## config.mk

```make
export PLATFORM = sky130hd
export DESIGN_NAME = mem_arbiter
export DESIGN_NICKNAME = d
export VERILOG_FILES = /design/src/rtl/mem_arbiter.sv
export SDC_FILE = /design/constraint.sdc
export NUM_CORES = 1
export LEC_CHECK = 0
export ABC_CLOCK_PERIOD_IN_PS = 1300
export CORE_AREA = 2 2 106 108
export CTS_CLUSTER_SIZE = 25
export DETAILED_ROUTE_END_ITERATION = 12
export DIE_AREA = 0 0 108 110
export PLACE_DENSITY = 0.69
export SLEW_MARGIN = 15
export SYNTH_ARGS = -nofsm -noshare
export SYNTH_HDL_FRONTEND = slang
export SYNTH_SLANG_ARGS = --single-unit
```

## constraint.sdc

```tcl
create_clock -name clk -period 1.3 [get_ports clk]
set_input_delay 0.325 -clock clk [delete_from_list [all_inputs] [get_ports clk]]
set_output_delay 0.325 -clock clk [all_outputs]
set_load 0.005 [all_outputs]
```

## src/rtl/mem_arbiter.sv

```systemverilog
// Two-port (fetch/data) arbiter in front of a single-port memory with one-cycle read latency.
// Define MEM_ARB_STARVE_GUARD_EN to let fetch win one grant after STARVE_LIMIT data grants.
module mem_arbiter #(
   parameter int unsigned ADDR_WIDTH   = 32,
   parameter int unsigned STARVE_LIMIT = 4
) (
   input  logic                  clk,
   input  logic                  reset,
   input  logic                  i_req,
   input  logic [ADDR_WIDTH-1:0] i_addr,
   output logic                  i_gnt,
   output logic                  i_rvalid,
   output logic [31:0]           i_rdata,
   input  logic                  d_req,
   input  logic                  d_we,
   input  logic [ADDR_WIDTH-1:0] d_addr,
   input  logic [1:0]            d_width,
   input  logic                  d_usignext,
   input  logic [31:0]           d_wdata,
   output logic                  d_gnt,
   output logic                  d_rvalid,
   output logic [31:0]           d_rdata,
   output logic                  mem_we,
   output logic [ADDR_WIDTH-1:0] mem_addr,
   output logic [1:0]            mem_width,
   output logic                  mem_usignext,
   output logic [31:0]           mem_wdata,
   input  logic [31:0]           mem_rdata
);

   typedef enum logic [1:0] {OwnNone, OwnIfetch, OwnData} owner_e;

   owner_e owner_q, owner_d;
   logic   we_q, we_d;
   logic   ready_q, ready_d;
   logic   gnt_en;
   logic   fetch_pri;

`ifdef MEM_ARB_STARVE_GUARD_EN
   localparam int unsigned CntW = $clog2(STARVE_LIMIT + 2);
   localparam logic [CntW-1:0] Limit = CntW'(STARVE_LIMIT);

   logic [CntW-1:0] cnt_q, cnt_d;

   assign fetch_pri = (cnt_q == Limit);

   always_comb begin
      cnt_d = cnt_q;
      if (!i_req || i_gnt) begin
         cnt_d = '0;
      end else if (d_gnt) begin
         cnt_d = cnt_q + 1'b1;
      end
   end

   always_ff @(posedge clk) begin
      if (!reset) begin
         cnt_q <= '0;
      end else begin
         cnt_q <= cnt_d;
      end
   end
`else
   logic unused_starve_limit;
   assign unused_starve_limit = ^STARVE_LIMIT;
   assign fetch_pri = 1'b0;
`endif

   // Grants stay off while reset is low and for the first cycle after release.
   assign gnt_en = reset & ready_q;

   always_comb begin
      i_gnt        = 1'b0;
      d_gnt        = 1'b0;
      mem_we       = 1'b0;
      mem_addr     = '0;
      mem_width    = 2'b00;
      mem_usignext = 1'b0;
      mem_wdata    = '0;
      if (gnt_en) begin
         if (i_req && (fetch_pri || !d_req)) begin
            i_gnt = 1'b1;
         end else if (d_req) begin
            d_gnt = 1'b1;
         end
      end
      if (i_gnt) begin
         mem_addr  = i_addr;
         mem_width = 2'b10;
      end else if (d_gnt) begin
         mem_we       = d_we;
         mem_addr     = d_addr;
         mem_width    = d_width;
         mem_usignext = d_usignext;
         mem_wdata    = d_wdata;
      end
   end

   always_comb begin
      owner_d = OwnNone;
      if (d_gnt) begin
         owner_d = OwnData;
      end else if (i_gnt) begin
         owner_d = OwnIfetch;
      end
      we_d    = d_gnt & d_we;
      ready_d = 1'b1;
   end

   always_ff @(posedge clk) begin
      if (!reset) begin
         owner_q <= OwnNone;
         we_q    <= 1'b0;
         ready_q <= 1'b0;
      end else begin
         owner_q <= owner_d;
         we_q    <= we_d;
         ready_q <= ready_d;
      end
   end

   // Gating with reset drops a response whose access was in flight when reset hit.
   always_comb begin
      i_rvalid = reset && (owner_q == OwnIfetch);
      d_rvalid = reset && (owner_q == OwnData);
      i_rdata  = i_rvalid ? mem_rdata : '0;
      d_rdata  = (d_rvalid && !we_q) ? mem_rdata : '0;
   end

endmodule

```

After elaboration in Yosys (flattened, before gate mapping)
Cells that the tools add are included.

Flip-flop bits (word level): 4. Logic and storage cells: 36.

Eq/ne operators: 2. Muxes and demuxes: 20. Bitwise logic cells: 3. Reductions and logical operators: 7.

Operators with widths (count): $mux 32 (6); $mux 1 (11); $mux 2 (3); $logic_and 1x1->1 (4); $and 1x1->1 (2); $eq 2x1->1 const B (1); $eq 2x2->1 const B (1); $logic_not 1->1 (2); $reduce_or 2->1 (1); $not 1->1 (1).

Logic depth before layout (Yosys ltp)
Gate-level depths: netlist of run 1.

Depth in word-level cells: 6. Depth in mapped cells: 4. Mapped depth without buffers: 2.

Worst setup path before layout of run 1
Ideal clock, no wire load.

Path type: input port to output port. Start point: input port d_req. End point: output port mem_wdata[18]. Data arrival time: 910 ps. Data required time: 975 ps. Slack: 65 ps. Cell stages on the path: 4. Buffers on the path: 2. Path through: and3_1 buf_4 buf_6 and2_1.

Cells in the longest elaborated chain, start to end: 6. Elaborated cells on any way between the ends: 9. Those cells by class: mux (7); reduce/logical (2).

Ends and longest elaborated chain: from (decl) (line 14) `input logic d_req,`; $logic_not 1->1 (line 81) `if (i_req && (fetch_pri || !d_req)) begin`; $logic_and 1x1->1 (line 81); $mux 1 * (line 81); $mux 1 * (line 80) `if (gnt_en) begin`; via d_gnt (line 20) `output logic d_gnt,`; $mux 32 * (line 90) `end else if (d_gnt) begin`; $mux 32 * (line 87) `if (i_gnt) begin`; to (decl) (line 27) `output logic [31:0] mem_wdata,`.

The timed path passes the listed nets; every way through them passes the cells marked *.

Worst setup path after layout of run 1
Start point: register ready_q. End point: output port mem_wdata[6].

Cells in the longest elaborated chain, start to end: 4. Elaborated cells on any way between the ends: 5. Those cells by class: mux (4); bitwise (1).

Ends and longest elaborated chain: from (decl) (line 35) `logic ready_q, ready_d;`; from (signal assigned) (line 118) `ready_q <= ready_d;`; $and 1x1->1 * (line 70) `assign gnt_en = reset & ready_q;`; $mux 1 (line 80); $mux 32 (line 90); $mux 32 * (line 87).

Every way passes the cells marked *; elsewhere a longest branch is shown, timed or not.

==> metrics.cfg, run 1 <==
[place]
dpl_cell_area_um2=4370
place.port_buffers=271
pre_cts_ws_ns=-1.06
gp_congestion=0.729
dpl.hpwl_um=7380

[critical_path]
slowest_stage=dfxtp_4
cp.arrival_ns=1.37
r2r-end=we_q
critPathLaunchType=flip-flop
reg2reg_depth=4
required_ns=0.98
crit_fanout=5
timing.rr.start=ready_q
crit_top_cell=buf_6
slowest_delay_ns=0.35
cp_top_family=buffers and inverters
crit_chain=and3_4, buf_12, buf_16, buf_6, and2_4, buf_6
endpoint_kind=output port
worstSetupPathType=flip-flop to output port
cp.buffers_inverters=4
startpoint=ready_q
r2r_setup_slack_ns=0.24

[route]
wl_per_cell_um=16.6
via_per_inst=4.20
drt_pass1_iterations=4
routed_wl_um=11200
antenna_left=0
drt_iter0_markers=110
drc=0
vias=2850

[finish]
syn_to_final_growth_pct=263
antenna_cells=0
final_layout_size_suffix_gt1_frac=0.595
design.final.nets=676
final_area_um2=5300

[global_routing]
grt_max_degree=38
antenna_found_initial=0
grt_usage=0.163
grt_pass1_vias=2918
grt_pass1_wl_um=15200
gr-total-overflow=0

[clock_tree]
clock_sinks=4
ctsHtreeMaxLevel=1
cts_tree=yes
insertion_delay_ns=0.21
clkSlewWorstSetupHoldPaths_ns=0.03
cts_buffers=3
clockRootBuffer=clkbuf_8
clockBufferDepth=2

[yosys]
ys_warn_count=0
synth_mux_area_frac=0
synthAdderAreaFrac=0
synthCells=235
synthSimpleGateAreaFrac=0.720
synth_xor_area_frac=0
synth_area_um2=1460
ys_ff_latch=4
synth_nets=371
seq_area_frac_synth=0.0549
synth_top_area_cell=and2_1
syn_area_per_cell_um2=6.21
yosys.area.top_type_share=0.429
synth_top_family_by_area=simple AND/OR/NAND/NOR gates
synth-compound-area-share=0.113
synth_area_leaders=and2_1 (43%), nand3b_1 (16%), a21oi_1 (11%)
synth.distinct_cells=15

[sta]
slew-limit-headroom=0.875
setup_viol=135
worstMarginPinSlew_ns=0.187
fin_crit_ns=1.69
clock_skew_ns=0.00190
min_period_over_period=1.30
setup_slack_ns=-0.390
maxSlewViolCount=0
hold_viol_final=0
rsz0062_at_grt=true
fmax_mhz=592

[outcome]
status=finished with violations
violations=setup timing

[job]
cap_violations=0

[power]
ir_drop_mv=0.142
power_frac_clock=0.168
p_sw_frac=0.286
pwr-share-comb=0.746
seq_power_share=0.085
p_switching_w=0.000440
leakage_nw=2.45
p_total_w=0.00154
internal_power_w=0.00110
powerDensity_nw_per_um2=291

[worst_hold_path]
hold_path.class=input pin to flip-flop
whs_path_depth=1
min_to=ready_q
hp-start=reset

[die]
die_h_um=110
start_util=0.136
die_area_um2=11900
coreArea_um2=10700
die_width_um=108
boundaryPins=272
rows=38

-- metal layers --
layer	global-route usage	up-vias	wire length, um
met5	0	-	0
met4	0.0238	0	98
met3	0.0447	8	944
met2	0.321	150	6120
met1	0.176	1315	4060
li1	-	1377	-
-- placed cells by master (no fill, tap or decap), drive strengths merged --
master and instances:
clkbuf 14, and3 2, nand2b 1, nand3b 32
and2 100, and4bb 1, dlygate4sd2 20, buf 179
and3b 2, dfxtp 4, clkdlybuf4s15 1, nand2 34
clkdlybuf4s50 112, nor2 2, bufbuf 1, a21oi 33
-- what timing repair did --
action | 4_1_cts | 5_1_grt
hold buffers | 0 | 0
setup endpoints to repair | 138 | 135
resized for setup | 740 | 84
buffers inserted | 25 | 5
pin swaps | 81 | 24
gates cloned | 16 | 2
-- power by group through the flow --
stage	Clock (W)	Combinational (W)	Sequential, W
after floorplan	0	0.000217	0.000131
after global routing	0.000282	0.00122	0.000132
final	0.000259	0.00115	0.000131
after CTS	0.000273	0.00112	0.000131
after detailed placement	0	0.000881	0.000132
after global placement	0	0.000869	0.000132
-- cell usage after synthesis (all sizes together) --
cell,count
nor2,2
nand2b,1
clkbuf,6
dfxtp,4
a21oi,33
and3b,2
nand2,34
buf,18
and2,100
nand3b,32
and3,2
and4bb,1
-- metrics by stage --
stage                     hold WS [ns]  setup TNS (ns)  utilization  std cells
after floorplan                  0.353               0            -        235
after global placement           0.486         -132.91        0.409        638
after detailed placement         0.484         -136.09        0.409        638
after CTS                        0.334          -46.52        0.485        682
after global routing             0.341          -43.91        0.496        678
final                            0.346          -37.58        0.496        678
-- cell type report --
| class | count | area [um^2] |
|---|---|---|
| clock buffers | 3 | 41.3 |
| multi-input cells | 207 | 1600 |
| fillers | 1020 | 5400 |
| flip-flops and latches | 4 | 86.3 |
| well taps | 140 | 175 |
| repair buffers | 324 | 3400 |
-- cell families after synthesis --
family / Yosys count
AOI/OAI and AO/OA: 33
buffers and inverters: 24
DFF: 4
and+or+nand+nor: 174
-- registers in the layout, summed over array words and instances, names as in the netlist --
name,cells
we_q,1
ready_q,1
owner_q,2
-- worst max-delay path by stage --
stage | to | slack, ns | cells past startpoint
after floorplan | mem_wdata[18] | 0.07 | 4
after global placement | mem_addr[3] | -1.04 | 5
after detailed placement | d_rdata[4] | -1.06 | 5
after CTS | d_rdata[10] | -0.47 | 6
after global routing | d_rdata[1] | -0.44 | 5
final | mem_wdata[6] | -0.39 | 6
(Power assumes the default switching activity.)
==> inputs of run 2 (changes only) <==
ABC_CLOCK_PERIOD_IN_PS = 1750   (was 1300)
DONT_BUFFER_PORTS = 1   (was unset)
PLACE_DENSITY = unset   (was 0.69)
clock period = 1.75 ns   (was 1.3 ns; I/O delays follow)
==> run 2 against run 1 <==
The flow now finishes without violations. Flip-flop and latch count did not move. Clock-buffer cell count did not move. Clock power fell by 26%. Sequential share of layout area rose by 3.4 points. Hold slack got worse by 0.099 ns. Highest routed layer unchanged.
==> metrics.cfg, run 2 (synthesis results as in run 1) <==
[outcome]
status=completed  ; was finished with violations

[critical_path]
cp.arrival_ns=1.18  ; was 1.37 ns
crit_chain=and4bb_2, buf_12, and2_1  ; was and3_4, buf_12, buf_16, buf_6, and2_4, buf_6
r2r_setup_slack_ns=0.85  ; was 0.24 ns
r2r-end=we_q  ; unchanged
reg2reg_depth=3  ; was 4
slowest_delay_ns=0.32  ; was 0.35 ns
crit_fanout=32  ; was 5
endpoint_kind=output port  ; unchanged
slowest_stage=and4bb_2  ; was dfxtp_4
worstSetupPathType=flip-flop to output port  ; unchanged
critPathLaunchType=flip-flop  ; unchanged
timing.rr.start=ready_q  ; unchanged
required_ns=1.31  ; was 0.98 ns

[global_routing]
antenna_found_initial=0  ; unchanged
gr-total-overflow=0  ; unchanged
grt_max_degree=69  ; was 38
grt_pass1_wl_um=7410  ; was 15200 um
grt_pass1_vias=1343  ; was 2918
grt_usage=0.0839  ; was 0.163

[route]
via_per_inst=4.40  ; was 4.20
routed_wl_um=5980  ; was 11200 um
vias=1576  ; was 2850
drt_iter0_markers=40  ; was 110
drc=0  ; unchanged
wl_per_cell_um=16.7  ; was 16.6 um
drt_pass1_iterations=4  ; unchanged
antenna_left=0  ; unchanged

[sta]
rsz0062_at_grt=false  ; was true
setup_viol=0  ; was 135
min_period_over_period=0.922
fmax_mhz=620
slew-limit-headroom=0.871  ; was 0.875
hold_viol_final=0  ; unchanged
worstMarginPinSlew_ns=0.194  ; was 0.187 ns
hold_ws_ns=0.247  ; was 0.346 ns
maxSlewViolCount=0  ; unchanged
clock_skew_ns=0.000979  ; was 0.00190 ns
finalSetupTns_ns=0  ; was -37.58 ns
fin_crit_ns=1.61

[clock_tree]
ctsHtreeMaxLevel=1  ; unchanged
cts_resized=0  ; was 740
clockBufferDepth=2  ; unchanged
cts_setup_buffers=0  ; was 25
cts_tree=yes  ; unchanged
cts_buffers=3  ; unchanged
ctsHoldBuffers=0  ; unchanged
insertion_delay_ns=0.22  ; was 0.21 ns
clock_sinks=4  ; unchanged
clkSlewWorstSetupHoldPaths_ns=0.03  ; about the same
clockRootBuffer=clkbuf_8  ; unchanged

[worst_hold_path]
min_to=ready_q  ; unchanged
hp-start=reset  ; unchanged
hold_path.class=input pin to flip-flop  ; unchanged
whs_path_depth=0  ; was 1

[finish]
design.final.nets=356  ; was 676
final_common_cell=and2_1  ; was clkdlybuf4s50_1
final_cell_mix=and2_1 (100), nand2_1 (34), a21oi_1 (33)  ; was clkdlybuf4s50_1 (112), buf_6 (100), and2_4 (84)
final_layout_size_suffix_gt1_frac=0.0367  ; was 0.595
syn_to_final_growth_pct=9.09  ; was 263%
stdcell_count=358  ; was 678
reg.largest.list=owner_q (2), ready_q (1), we_q (1)  ; unchanged
antenna_cells=0  ; unchanged
largest_reg_flops=2  ; unchanged
regMostFlops=owner_q  ; unchanged

[job]
cap_violations=0  ; unchanged

[place]
gp_congestion=0.720  ; was 0.729
dp_cells=355  ; was 638
place.port_buffers=0  ; was 271

[die]
coreArea_um2=10700  ; unchanged
die_area_um2=11900  ; unchanged
die_h_um=110  ; unchanged
die_width_um=108  ; unchanged
start_util=0.136  ; unchanged
rows=38  ; unchanged
boundaryPins=272  ; unchanged

[power]
powerDensity_nw_per_um2=279  ; was 291 nW/um^2
leakage_nw=0.581  ; was 2.45 nW
ir_drop_mv=0.103  ; was 0.142 mV

-- run 2: cell count changes in the layout (fill, tap and decap cells not counted), moves of 8 or more --
cell | before | now
a21oi_2 | 31 | 0
and2_4 | 84 | 0
buf_16 | 8 | 0
and2_1 | 16 | 100
buf_2 | 42 | 0
buf_4 | 11 | 0
a21oi_1 | 0 | 33
dlygate4sd2_1 | 20 | 0
buf_6 | 100 | 0
clkdlybuf4s50_1 | 112 | 0
clkbuf_2 | 9 | 0
-- run 2: worst max-delay path by stage --
stage | slack (ns) | cells past startpoint | endpoint | startpoint
finish | 0.14 | 3 | d_rdata[0] | owner_q[0]
global route | 0.06 | 3 | d_rdata[12] | owner_q[0]
CTS | 0.12 | 3 | d_rdata[12] | owner_q[0]
detailed placement | 0.28 | 3 | d_rdata[12] | reset
global placement | 0.30 | 3 | d_rdata[12] | reset
floorplan | 0.29 | 4 | mem_wdata[18] | d_req
-- run 2: cell type report --
type                       count  area, um^2
tap                          140         175
sequential                     4        80.1
timing repair buffer           4        80.1
fill                        1218        9110
clock buffer                   3        41.3
multi-input combinational    207        1210
-- run 2: routing by layer --
metal | vias to the layer above | global-route usage | wire length [um]
met5 | - | 0 | 0
met4 | 0 | 0.0192 | 29
met3 | 2 | 0.0135 | 511
met2 | 133 | 0.155 | 3160
met1 | 721 | 0.102 | 2280
li1 | 720 | - | -
-- run 2: critical path, delay by kind of cell, from the launching register on --
kind	cells	cell delay (ns)
and+or+nand+nor	2	0.49
DFF	1	0.30
buffers and inverters	1	0.16
-- run 2: through the flow --
stage | util | power [W] | cell area, um^2 | setup WS, ns
final | 0.149 | 0.000443 | 1590 | 0.137
after global routing | 0.149 | 0.000482 | 1590 | 0.0598
after CTS | 0.149 | 0.000454 | 1590 | 0.119
after detailed placement | 0.145 | 0.000253 | 1550 | 0.276
after global placement | 0.145 | 0.000250 | 1550 | 0.302
after floorplan | - | 0.000259 | 1460 | 0.290
-- run 2: report_power, final --
part	internal (W)	switching (W)
registers	0.0000953	0.00000156
logic	0.0000731	0.0000809
clock network	0.000146	0.0000459
